### config.mk
export PLATFORM = sky130hd
export DESIGN_NAME = mem_access_unit_flat
export DESIGN_NICKNAME = d
export VERILOG_FILES = /design/src/rtl/mem_pkg.sv /design/src/rtl/mem_access_unit_if.sv /design/src/rtl/mem_wait_counter.sv /design/src/rtl/mem_access_unit.sv /design/src/flat_wrapper.sv
export SDC_FILE = /design/constraint.sdc
export NUM_CORES = 1
export LEC_CHECK = 0
export BUFFER_PORTS_ARGS = -buffer_cell sky130_fd_sc_hd__clkbuf_2
export CORE_MARGIN = 3
export CORE_UTILIZATION = 42
export CTS_CLUSTER_DIAMETER = 30
export DETAILED_ROUTE_END_ITERATION = 8
export GPL_TIMING_DRIVEN = 0
export PLACE_DENSITY_LB_ADDON = 0.25
export SLEW_MARGIN = 0
export SYNTH_ARGS = -nofsm -noshare
export SYNTH_HDL_FRONTEND = slang
export SYNTH_SLANG_ARGS = --single-unit
### constraint.sdc
create_clock -name clk -period 1.9 [get_ports clk]
set_clock_uncertainty 0.1 [all_clocks]
set_input_delay 0.38 -clock clk [delete_from_list [all_inputs] [get_ports clk]]
set_output_delay 0.38 -clock clk [all_outputs]
set_load 0.02 [all_outputs]
### src/rtl/mem_pkg.sv
// Shared opcodes, bus direction codes and FSM state type for the memory access unit.
package mem_pkg;

  localparam logic [3:0] OP_LDR = 4'b1101;
  localparam logic [3:0] OP_STR = 4'b1110;

  localparam logic RW_READ  = 1'b0;
  localparam logic RW_WRITE = 1'b1;

  typedef enum logic [1:0] {
    IDLE   = 2'd0,
    ACCESS = 2'd1,
    RESP   = 2'd2
  } state_e;

  function automatic logic is_mem_op(input logic [3:0] op);
    return (op == OP_LDR) || (op == OP_STR);
  endfunction

  // Smallest counter width able to hold the value 'limit'.
  function automatic int unsigned cnt_width(input int unsigned limit);
    int unsigned w;
    w = 1;
    while ((w < 32) && ((32'd1 << w) <= limit)) w++;
    return w;
  endfunction

endpackage

### src/rtl/mem_access_unit_if.sv
// Request/response and RAM bus signals of the memory access unit.
// slave = the unit itself; master = execute stage plus RAM side.
interface mem_access_unit_if #(
  parameter int DATA_W = 32,
  parameter int ADDR_W = 16
) ();

  logic              req_valid;
  logic              req_ready;
  logic [3:0]        opcode;
  logic [31:0]       address;
  logic [DATA_W-1:0] data;
  logic [DATA_W-1:0] mem_din;
  logic              mem_ready;
  logic              bus_en;
  logic [ADDR_W-1:0] addr_bus;
  logic              rw;
  logic [DATA_W-1:0] mem_dout;
  logic              ldr_valid;
  logic              ldr_sel;
  logic [DATA_W-1:0] ldr_data;
  logic              store_done;
  logic              busy;
  logic              err;

  modport slave (
    input  req_valid, opcode, address, data, mem_din, mem_ready,
    output req_ready, bus_en, addr_bus, rw, mem_dout,
           ldr_valid, ldr_sel, ldr_data, store_done, busy, err
  );

  modport master (
    output req_valid, opcode, address, data, mem_din, mem_ready,
    input  req_ready, bus_en, addr_bus, rw, mem_dout,
           ldr_valid, ldr_sel, ldr_data, store_done, busy, err
  );

endinterface

### src/rtl/mem_wait_counter.sv
// Saturating up-counter with synchronous clear/enable; eq_o flags count == LIMIT.
module mem_wait_counter
  import mem_pkg::*;
#(
  parameter int unsigned LIMIT = 0
) (
  input  logic clk,
  input  logic rst,
  input  logic clr_i,
  input  logic en_i,
  output logic eq_o
);

  localparam int unsigned CW = cnt_width(LIMIT);
  localparam logic [CW-1:0] LIM = CW'(LIMIT);

  logic [CW-1:0] cnt_q, cnt_d;

  always_comb begin
    cnt_d = cnt_q;
    if (clr_i)
      cnt_d = '0;
    else if (en_i && (cnt_q != LIM))
      cnt_d = cnt_q + 1'b1;
  end

  always_ff @(posedge clk) begin
    if (rst) cnt_q <= '0;
    else     cnt_q <= cnt_d;
  end

  assign eq_o = (cnt_q == LIM);

endmodule

### src/rtl/mem_access_unit.sv
// Multi-cycle LDR/STR engine between execute stage and data RAM.
// Define MEM_TIMEOUT_EN to abort an ACCESS after TIMEOUT_CYCLES cycles with an err pulse.
module mem_access_unit
  import mem_pkg::*;
#(
  parameter int          DATA_W         = 32,
  parameter int          ADDR_W         = 16,
  parameter int unsigned WAIT_STATES    = 0,
  parameter int unsigned TIMEOUT_CYCLES = 64
) (
  input logic              clk,
  input logic              rst,
  mem_access_unit_if.slave io
);

  state_e            state_q, state_d;
  logic              bus_en_q, bus_en_d;
  logic [ADDR_W-1:0] addr_q, addr_d;
  logic              rw_q, rw_d;
  logic [DATA_W-1:0] dout_q, dout_d;
  logic              ldr_valid_q, ldr_valid_d;
  logic [DATA_W-1:0] ldr_data_q, ldr_data_d;
  logic              store_done_q, store_done_d;
  logic              err_q, err_d;

  logic accept, in_access, wait_done, complete, timeout;

  assign in_access = (state_q == ACCESS);
  assign accept    = (state_q == IDLE) && io.req_valid && is_mem_op(io.opcode);
  assign complete  = in_access && wait_done && io.mem_ready;

  mem_wait_counter #(.LIMIT(WAIT_STATES)) u_wait_cnt (
    .clk   (clk),
    .rst   (rst),
    .clr_i (accept),
    .en_i  (in_access),
    .eq_o  (wait_done)
  );

`ifdef MEM_TIMEOUT_EN
  // Counter reads k in the k-th ACCESS cycle, so matching TIMEOUT_CYCLES-1 aborts
  // after exactly TIMEOUT_CYCLES cycles in ACCESS.
  localparam int unsigned TO_LIMIT = (TIMEOUT_CYCLES > 0) ? TIMEOUT_CYCLES - 1 : 0;
  logic to_hit;

  mem_wait_counter #(.LIMIT(TO_LIMIT)) u_timeout_cnt (
    .clk   (clk),
    .rst   (rst),
    .clr_i (accept),
    .en_i  (in_access),
    .eq_o  (to_hit)
  );

  assign timeout = in_access && !complete && to_hit;
`else
  assign timeout = 1'b0;
`endif

  always_comb begin
    state_d      = state_q;
    bus_en_d     = bus_en_q;
    addr_d       = addr_q;
    rw_d         = rw_q;
    dout_d       = dout_q;
    ldr_data_d   = ldr_data_q;
    ldr_valid_d  = 1'b0;
    store_done_d = 1'b0;
    err_d        = 1'b0;
    unique case (state_q)
      IDLE: begin
        if (accept) begin
          state_d  = ACCESS;
          bus_en_d = 1'b1;
          addr_d   = io.address[ADDR_W-1:0];
          rw_d     = (io.opcode == OP_STR) ? RW_WRITE : RW_READ;
          dout_d   = (io.opcode == OP_STR) ? io.data : '0;
        end
      end
      ACCESS: begin
        if (complete || timeout) begin
          bus_en_d = 1'b0;
          addr_d   = '0;
          rw_d     = RW_READ;
          dout_d   = '0;
          state_d  = IDLE;
        end
        if (complete) begin
          if (rw_q == RW_WRITE) begin
            store_done_d = 1'b1;
          end else begin
            ldr_data_d  = io.mem_din;
            ldr_valid_d = 1'b1;
            state_d     = RESP;
          end
        end else if (timeout) begin
          err_d = 1'b1;
        end
      end
      RESP:    state_d = IDLE;
      default: state_d = IDLE;
    endcase
  end

  always_ff @(posedge clk) begin
    if (rst) begin
      state_q      <= IDLE;
      bus_en_q     <= 1'b0;
      addr_q       <= '0;
      rw_q         <= RW_READ;
      dout_q       <= '0;
      ldr_valid_q  <= 1'b0;
      ldr_data_q   <= '0;
      store_done_q <= 1'b0;
      err_q        <= 1'b0;
    end else begin
      state_q      <= state_d;
      bus_en_q     <= bus_en_d;
      addr_q       <= addr_d;
      rw_q         <= rw_d;
      dout_q       <= dout_d;
      ldr_valid_q  <= ldr_valid_d;
      ldr_data_q   <= ldr_data_d;
      store_done_q <= store_done_d;
      err_q        <= err_d;
    end
  end

  assign io.req_ready  = (state_q == IDLE);
  assign io.busy       = (state_q != IDLE);
  assign io.bus_en     = bus_en_q;
  assign io.addr_bus   = addr_q;
  assign io.rw         = rw_q;
  assign io.mem_dout   = dout_q;
  assign io.ldr_valid  = ldr_valid_q;
  assign io.ldr_sel    = ldr_valid_q;
  assign io.ldr_data   = ldr_data_q;
  assign io.store_done = store_done_q;
  assign io.err        = err_q;

endmodule

### src/flat_wrapper.sv
// flat-port wrapper written by rule: the top's interface ports become plain ports
module mem_access_unit_flat import mem_pkg::*;
#(
  parameter int          DATA_W         = 32,
  parameter int          ADDR_W         = 16,
  parameter int unsigned WAIT_STATES    = 0,
  parameter int unsigned TIMEOUT_CYCLES = 64
)
  (clk, rst, io_req_valid, io_opcode, io_address, io_data, io_mem_din, io_mem_ready, io_req_ready, io_bus_en, io_addr_bus, io_rw, io_mem_dout, io_ldr_valid, io_ldr_sel, io_ldr_data, io_store_done, io_busy, io_err);
  mem_access_unit_if #(.DATA_W(DATA_W), .ADDR_W(ADDR_W)) io_i ();
  input logic clk;
  input logic rst;
  input wire logic [$bits(io_i.req_valid)-1:0] io_req_valid;
  input wire logic [$bits(io_i.opcode)-1:0] io_opcode;
  input wire logic [$bits(io_i.address)-1:0] io_address;
  input wire logic [$bits(io_i.data)-1:0] io_data;
  input wire logic [$bits(io_i.mem_din)-1:0] io_mem_din;
  input wire logic [$bits(io_i.mem_ready)-1:0] io_mem_ready;
  output wire logic [$bits(io_i.req_ready)-1:0] io_req_ready;
  output wire logic [$bits(io_i.bus_en)-1:0] io_bus_en;
  output wire logic [$bits(io_i.addr_bus)-1:0] io_addr_bus;
  output wire logic [$bits(io_i.rw)-1:0] io_rw;
  output wire logic [$bits(io_i.mem_dout)-1:0] io_mem_dout;
  output wire logic [$bits(io_i.ldr_valid)-1:0] io_ldr_valid;
  output wire logic [$bits(io_i.ldr_sel)-1:0] io_ldr_sel;
  output wire logic [$bits(io_i.ldr_data)-1:0] io_ldr_data;
  output wire logic [$bits(io_i.store_done)-1:0] io_store_done;
  output wire logic [$bits(io_i.busy)-1:0] io_busy;
  output wire logic [$bits(io_i.err)-1:0] io_err;
  assign io_i.req_valid = io_req_valid;
  assign io_i.opcode = io_opcode;
  assign io_i.address = io_address;
  assign io_i.data = io_data;
  assign io_i.mem_din = io_mem_din;
  assign io_i.mem_ready = io_mem_ready;
  assign io_req_ready = io_i.req_ready;
  assign io_bus_en = io_i.bus_en;
  assign io_addr_bus = io_i.addr_bus;
  assign io_rw = io_i.rw;
  assign io_mem_dout = io_i.mem_dout;
  assign io_ldr_valid = io_i.ldr_valid;
  assign io_ldr_sel = io_i.ldr_sel;
  assign io_ldr_data = io_i.ldr_data;
  assign io_store_done = io_i.store_done;
  assign io_busy = io_i.busy;
  assign io_err = io_i.err;
  mem_access_unit #(.DATA_W(DATA_W), .ADDR_W(ADDR_W), .WAIT_STATES(WAIT_STATES), .TIMEOUT_CYCLES(TIMEOUT_CYCLES)) u_core (.clk(clk), .rst(rst), .io(io_i));
endmodule
* After elaboration in Yosys (flattened, before gate mapping)
Cells that the tools add are included.
** Cells by class
- Add/sub/neg operators :: 1
- Multiply operators :: 0
- Divide/modulo/power cells :: 0
- $lt $le $gt $ge :: 0
- Equality and inequality tests :: 5
- Shift operators :: 0
- Multiplexer cells :: 20
- Bitwise gates (word level) :: 4
- Reductions and logical operators :: 13
** Operator list (count)
- 2-to-1 mux 32 bit :: 3
- case mux 32 bit (2 select lines) :: 1
- 2-to-1 mux 16 bit :: 2
- case mux 16 bit (2 select lines) :: 1
- equality test 4 bit, second input constant :: 2
- 2-to-1 mux 2 bit :: 4
- 2-to-1 mux 1 bit :: 6
- AND reduction 3 bit :: 2
- logical AND 1 bit :: 5
- inverter 1 bit :: 4
- case mux 1 bit (2 select lines) :: 2
- case mux 2 bit (2 select lines) :: 1
- nonzero test 2 bit :: 2
- OR reduction 3 bit :: 1
- equality test 2 x 1 -> 1 bit, second input constant :: 1
- logical NOT 2 bit :: 1
- != test 2 x 1 -> 1 bit, second input constant :: 1
- != test 2 bit, second input constant :: 1
- OR reduction 2 bit :: 1
- adder 1 bit, second input constant :: 1
- logical OR 1 bit :: 1
** Storage, ports and cells
- Register bits :: 87
- Latch bits :: 0
- Bits in writable memories :: 0
- Bits in read-only memories :: 0
- Input port bits :: 104
- Output and inout port bits :: 88
- Word-level logic and storage cells :: 52
- Memories kept :: 0

* Depth between registers and ports, before layout
Gate-level depths: netlist (run 1).
- Depth in word-level cells :: 7
- Mapped depth :: 5

* Modules after synthesis
A second synthesis (run 1) with hierarchy kept.
** Second synthesis, totals
- Cell total of the unflattened synthesis :: 291
- Area, all modules :: 3166.8 µm²
** By module, submodules not included
- mem_access_unit :: instances 1, cells an instance 288, area an instance 3128.0 µm²
- mem_wait_counter :: instances 1, cells an instance 3, area an instance 38.8 µm²

* Worst setup path after synthesis (run 1)
Ideal clock, no wire load.
- Kind :: reg-to-reg
- Start point :: register u_core.state_q[1]
- End point :: register u_core.dout_q[12] (netlist: u_core.io.mem_dout[12])
- Library setup time :: 0.117 ns
- Arrival time :: 1.321 ns
- Required time :: 1.683 ns
- Slack :: 0.362 ns
- Stages on the path, launching flop included :: 5
- Path buffers :: 1
- Clock period less this slack :: 1.538 ns
- Path through :: dfxtp_1 > nor2_2 > nand4_1 > clkbuf_1 > a32o_1
** Between the ends
- Word-level cells in the longest chain between the ends :: 5
- Elaborated cells on any way between the ends :: 11
** RTL lines
- start: declaration :: RTL line mem_access_unit.sv:16 : state_e state_q, state_d;
- start signal: assignment :: RTL line mem_access_unit.sv:116 : state_q <= state_d;
- logical NOT 2 bit *
- named net io_req_ready :: RTL line flat_wrapper.sv:19 : output wire logic [$bits(io_i.req_ready)-1:0] io_req_ready;
- logical AND 1 bit (2 in series) :: RTL line mem_access_unit.sv:29 : assign accept = (state_q == IDLE) && io.req_valid && is_mem_op(io.opcode);
- != test 2 x 1 -> 1 bit (no source line)
- AND reduction 3 bit (no source line)
- end signal: assignment :: RTL line mem_access_unit.sv:120 : dout_q <= dout_d;
- end: declaration :: RTL line mem_access_unit.sv:20 : logic [DATA_W-1:0] dout_q, dout_d;
The timed path passes the listed nets; every way through them passes the cells marked *.
A chain may end at the register's enable or synchronous reset.

* Worst setup path in the final report (run 1)
- Start point :: register u_core.state_q[1]
- End point :: register u_core.dout_q[16] (netlist: u_core.io.mem_dout[16])
** Between the ends
- Word-level cells in the longest chain between the ends :: 5
- Elaborated cells on any way between the ends :: 11
** RTL lines (RTL line)
- equality test 2 x 1 -> 1 bit / logical NOT 2 bit (equally long branches) :: mem_access_unit.sv:28, mem_access_unit.sv:69, mem_access_unit.sv:29
- logical AND 1 bit, on equally long branches (2 in series) :: mem_access_unit.sv:30, mem_access_unit.sv:29
- != test 2 bit (no source line) / != test 2 x 1 -> 1 bit (equally long branches)
- AND reduction 3 bit (no source line)
Parallel ways exist; a longest one is shown, timed or not.

==> results.cfg, run 1 <==
[status]
status = finished clean

[sta]
tns_ns = 0
hold_violations = 0
post-route-period-util = 0.8928
post-route-min-period_ns = 1.696
max_freq_mhz = 589.5
rsz0062_at_grt = no
setup_viol = 0
drv_slew = 0

[place]
dp.cells = 559
finalWeightedCongestion = 0.7542
hpwl_um = 6301
numPortBuffers = 174

[drt]
vias = 3035
wire_per_inst_um = 14.53
drc = 0
drtAntennaViolNets = 0
drtIter0Drc = 120
drt-pass1-iter-count = 4
vias_per_cell = 5.287
routed_wl_um = 8339

[synthesis]
yosysMostFrequentCell = dfxtp_1
avgSynthCellArea_um2 = 10.46
netlist_instances = 289
synth_top_area_frac = 0.5759
synth_nets = 393
async_reset_ff_frac = 0
ys_types = 26
ys_warn_count = 0
synthTopCellsByArea = dfxtp_1, a32o_1, a21oi_1, nand3_1, o21ai_0
yosys_most_used_dff = dfxtp_1
synth_top_cell_by_area = dfxtp_1
synth_edf_count = 0
synth_common_cells = dfxtp_1, a32o_1, a21oi_1, nand3_1
synth-seq-area-share = 0.5759
syn_area_um2 = 3024
synth-seq-cells = 87

[die]
dieHeight_um = 90.86
die_area_um2 = 8255
start_util = 0.4403
dieWidth_um = 90.86
coreArea_um2 = 6869
io-pin-count = 192
placementRows = 30

[cts]
htreeDepth = 3
root_buffer = clkbuf_8
cts_tree = built
postCtsHoldBufs = 0
cts_made_buffers = 9
post_cts_buffers = 0
clk_latency_ns = 0.32
clock_path_buffers = 2
path_clk_slew_ns = 0.08
clock_sinks = 87
cts_resized = 0

[global_route]
antenna_found_initial = 0
grt_pass1_wl_um = 13450
grt_pass1_vias = 2947
grt.overflow.total = 0
grt_max_degree = 14
groute.usage.overall = 0.1951

[run]
cap_viol_max_count = 0

[critical_path]
cp-end-kind = flip-flop
cp_max_fo = 10
r2r-start = u_core.state_q[1]
path_class = reg -> reg
setup.worst_path.start_class = flip-flop
crit_start = u_core.state_q[1]
worstPathArrival_ns = 1.82
critPathRequiredTime_ns = 2.02
ff2ff_path_depth = 4

[hold_path]
hold_path.class = in -> reg
min-delay-start = io_address[4]
holdPathStages = 2

[finish]
layout-drive-gt1-share = 0.4331
multiInputGateArea_um2 = 1100
area_delta_synth_final_pct = 39.76
nNetsFinal = 578
regArea_um2 = 1742
fill_cells = 632
stdcell_count = 574
n_antenna_cell = 0

[power]
max-vdd-ir-drop_v = 0.0004292
powerDensity_nw_per_um2 = 830.4
total_leakage_power_uw = 0.001928
## path summary, 6_finish.rpt
check / endpoint / slack (ns)
worst max-delay path: u_core.io.mem_dout[16] / 0.20
worst min-delay path: u_core.io.addr_bus[4] / 0.16
worst max register to register: u_core.io.mem_dout[16] / 0.20
worst min register to register: u_core.io.bus_en / 0.36
## layout make-up
cell class	instances	share of cell area
Buffer	36	0.03967
Inverter	4	0.003552
Multi-Input combinational cell	162	0.2602
Clock inverter	4	0.01658
Sequential cell	87	0.4121
Tap cell	96	0.02842
Timing Repair Buffer	174	0.2060
Clock buffer	11	0.03345
## metal layers
metal	GRT usage	part of all wire	vias to the layer above
met4	0.08291	0.019	0
met1	0.2359	0.41	1443
met3	0.05333	0.071	12
li1	-	-	1477
met2	0.3261	0.50	103
met5	0	0	-
## layout by cell type, fill, tap and decap left out, types with 2 or more instances in the layout
master and instances:
clkbuf_2 174, dfxtp_1 87, a32o_1 48, nand3_1 32
a21oi_1 32, clkbuf_1 20, o21ai_0 19, o21ai_1 13
buf_2 11, clkbuf_8 10, buf_4 5, inv_1 3
nor3_1 3, nor2_2 2, and4b_1 2, clkinv_2 2
bufinv_16 2
## sequential cells by signal, indices dropped and copies added, names as in the netlist
signal                   count
u_core.io.ldr_data          32
u_core.io.mem_dout          32
u_core.io.addr_bus          16
u_core.state_q               2
u_core.io.bus_en             1
u_core.io.ldr_sel            1
u_core.io.rw                 1
u_core.io.store_done         1
u_core.u_wait_cnt.cnt_q      1
## critical path: stages, from the launching register on
cell	delay (ns)
dfxtp_1	0.35
nor2_2	0.19
nand4_1	0.30
clkbuf_1	0.33
a32o_1	0.31
## cells by family (layout without fill, tap and decap cells)
logic type	after synthesis	after routing	share of synthesized area
AOI/OAI and AO/OA	116	116	0.2768
other	1	1	0.001240
and+or+nand+nor	44	44	0.08275
DFF	87	87	0.5759
buffers and inverters	40	229	0.06040
xor gates and xnor gates	1	1	0.002897
## power breakdown
part	internal [µW]	total (µW)	switching, µW
registers	1850	1870	15.4
logic	125	292	167
clock network	766	1350	584
total	2740	3510	767
## per-stage QoR
step / worst slack [ns] / cell area [µm²] / util / total power (µW) / hold slack, ns
2_1_floorplan: 0.3620 / 3024 / - / 2049 / 0.3413
3_3_place_gp: 0.1202 / 4015 / 0.5845 / 2198 / 0.3352
3_5_place_dp: 0.08245 / 4015 / 0.5845 / 2202 / 0.3432
4_1_cts: 0.1893 / 4227 / 0.6153 / 3560 / 0.1368
5_1_grt: 0.08870 / 4227 / 0.6153 / 3667 / 0.1420
6_report: 0.2037 / 4227 / 0.6153 / 3510 / 0.1560
(Power assumes the default switching activity.)
==> run 2, diff against run 1 <==
Settings changed: CELL_PAD_IN_SITES_DETAIL_PLACEMENT set to 0, CELL_PAD_IN_SITES_GLOBAL_PLACEMENT set to 1, CORE_UTILIZATION 42 to 30.
==> results.cfg, run 2 (same netlist as run 1, synthesis figures left out) <==
[global_route]
grt_max_degree = 16
grt.overflow.total = 0
grt_pass1_vias = 2860
groute.usage.overall = 0.1568
grt_pass1_wl_um = 14260
antenna_found_initial = 0

[die]
dieHeight_um = 106.4
die_area_um2 = 11320
placementRows = 36
dieWidth_um = 106.4
coreArea_um2 = 9774
io-pin-count = 192
start_util = 0.3094

[cts]
post_cts_buffers = 0
root_buffer = clkbuf_8
cts_tree = built
clk_latency_ns = 0.35
postCtsHoldBufs = 0
htreeDepth = 3
cts_resized = 0
cts_made_buffers = 9
clock_sinks = 87
path_clk_slew_ns = 0.09
clock_path_buffers = 2

[drt]
drc = 0
drt-pass1-iter-count = 6
wire_per_inst_um = 14.79
drtIter0Drc = 168
drtAntennaViolNets = 0
vias_per_cell = 4.892
vias = 2994
routed_wl_um = 9049

[sta]
max_freq_mhz = 575.0
rsz0062_at_grt = no
setup_viol = 0
post-route-min-period_ns = 1.739
drv_slew = 0
post-route-period-util = 0.9153
tns_ns = 0
hold_violations = 0

[power]
p_sw_uw = 865.2
p_int_uw = 2459
switching_share = 0.2602
max-vdd-ir-drop_v = 0.0002873
p_clk_frac = 0.350
p_seq_frac = 0.562
p_comb_frac = 0.088
total_leakage_power_uw = 0.001898
powerDensity_nw_per_um2 = 785.2

[finish]
n_antenna_cell = 0
final_cell_area_um2 = 4234
regArea_um2 = 1742
fill_cells = 1034
final_cell_mix = clkbuf_2, dfxtp_1, a32o_1, nand3_1, a21oi_1
nNetsFinal = 578
area_delta_synth_final_pct = 40.01
final_common_cell = clkbuf_2
layout-drive-gt1-share = 0.4342
multiInputGateArea_um2 = 1100

[hold_path]
hold_path.class = in -> reg

[critical_path]
setup.worst_path.start_class = flip-flop
cp_max_fo = 10
slowest_delay_ns = 0.35
reg2reg_setup_slack_ns = 0.16
cp-end-kind = flip-flop
crit_chain = nor2_2 -> nand4_1 -> clkbuf_1 -> a32o_1
path_class = reg -> reg
cp_slowest_cell = dfxtp_1
critPathRequiredTime_ns = 2.04
worstPathArrival_ns = 1.88

[status]
status = finished clean

[run]
cap_viol_max_count = 0

[place]
numPortBuffers = 174
placed_area_um2 = 4061
hpwl_um = 6848
finalWeightedCongestion = 0.7366
## run 2: path summary, 6_finish.rpt
path	start	endpoint	cells after the start
setup / recovery	u_core.state_q[1]	u_core.io.mem_dout[21]	4
hold / removal	io_address[8]	u_core.io.addr_bus[8]	2
setup reg to reg	u_core.state_q[1]	u_core.io.mem_dout[21]	4
hold reg to reg	u_core.io.bus_en	u_core.io.bus_en	1
## run 2: per-stage QoR
step | hold WS, ns | std cells | worst slack (ns) | total power [µW] | utilization
after floorplan | 0.3413 | 289 | 0.3620 | 2049 | -
after global placement | 0.3345 | 596 | 0.09262 | 2205 | 0.4155
after detailed placement | 0.3459 | 596 | 0.07190 | 2207 | 0.4155
after CTS | 0.1088 | 612 | 0.1080 | 3382 | 0.4332
after global routing | 0.1096 | 612 | 0.01366 | 3502 | 0.4332
final | 0.1270 | 612 | 0.1610 | 3325 | 0.4332
## run 2: area by class of cell
type / count / share of cell area
clock inverter: 6 / 0.01064
clock buffer: 10 / 0.03014
multi-input combinational: 162 / 0.2598
tap: 133 / 0.03930
timing repair buffer: 174 / 0.2057
sequential: 87 / 0.4113
buffer: 36 / 0.03960
inverter: 4 / 0.003546
## run 2: power by group through the flow
stage          sequential (µW)  clock [µW]  combinational, µW
2_1_floorplan             1950           0                103
3_3_place_gp              1910           0                295
3_5_place_dp              1910           0                297
4_1_cts                   1870        1220                298
5_1_grt                   1870        1310                323
6_report                  1870        1160                293
## run 2: routing by layer
layer,up-vias,track usage,share of wire,wire (µm)
li1,1475,-,-,-
met1,1374,0.2000,0.44,3981
met2,129,0.2448,0.45,4071
met3,16,0.04857,0.089,804
met4,0,0.06660,0.021,192
met5,-,0,0,0
## run 2: critical path, delay by kind of cell (launching register included)
| kind | cells | cell delay [ns] |
|---|---|---|
| AOI/OAI and AO/OA | 1 | 0.31 |
| buffers and inverters | 1 | 0.32 |
| DFF | 1 | 0.35 |
| and+or+nand+nor | 2 | 0.55 |
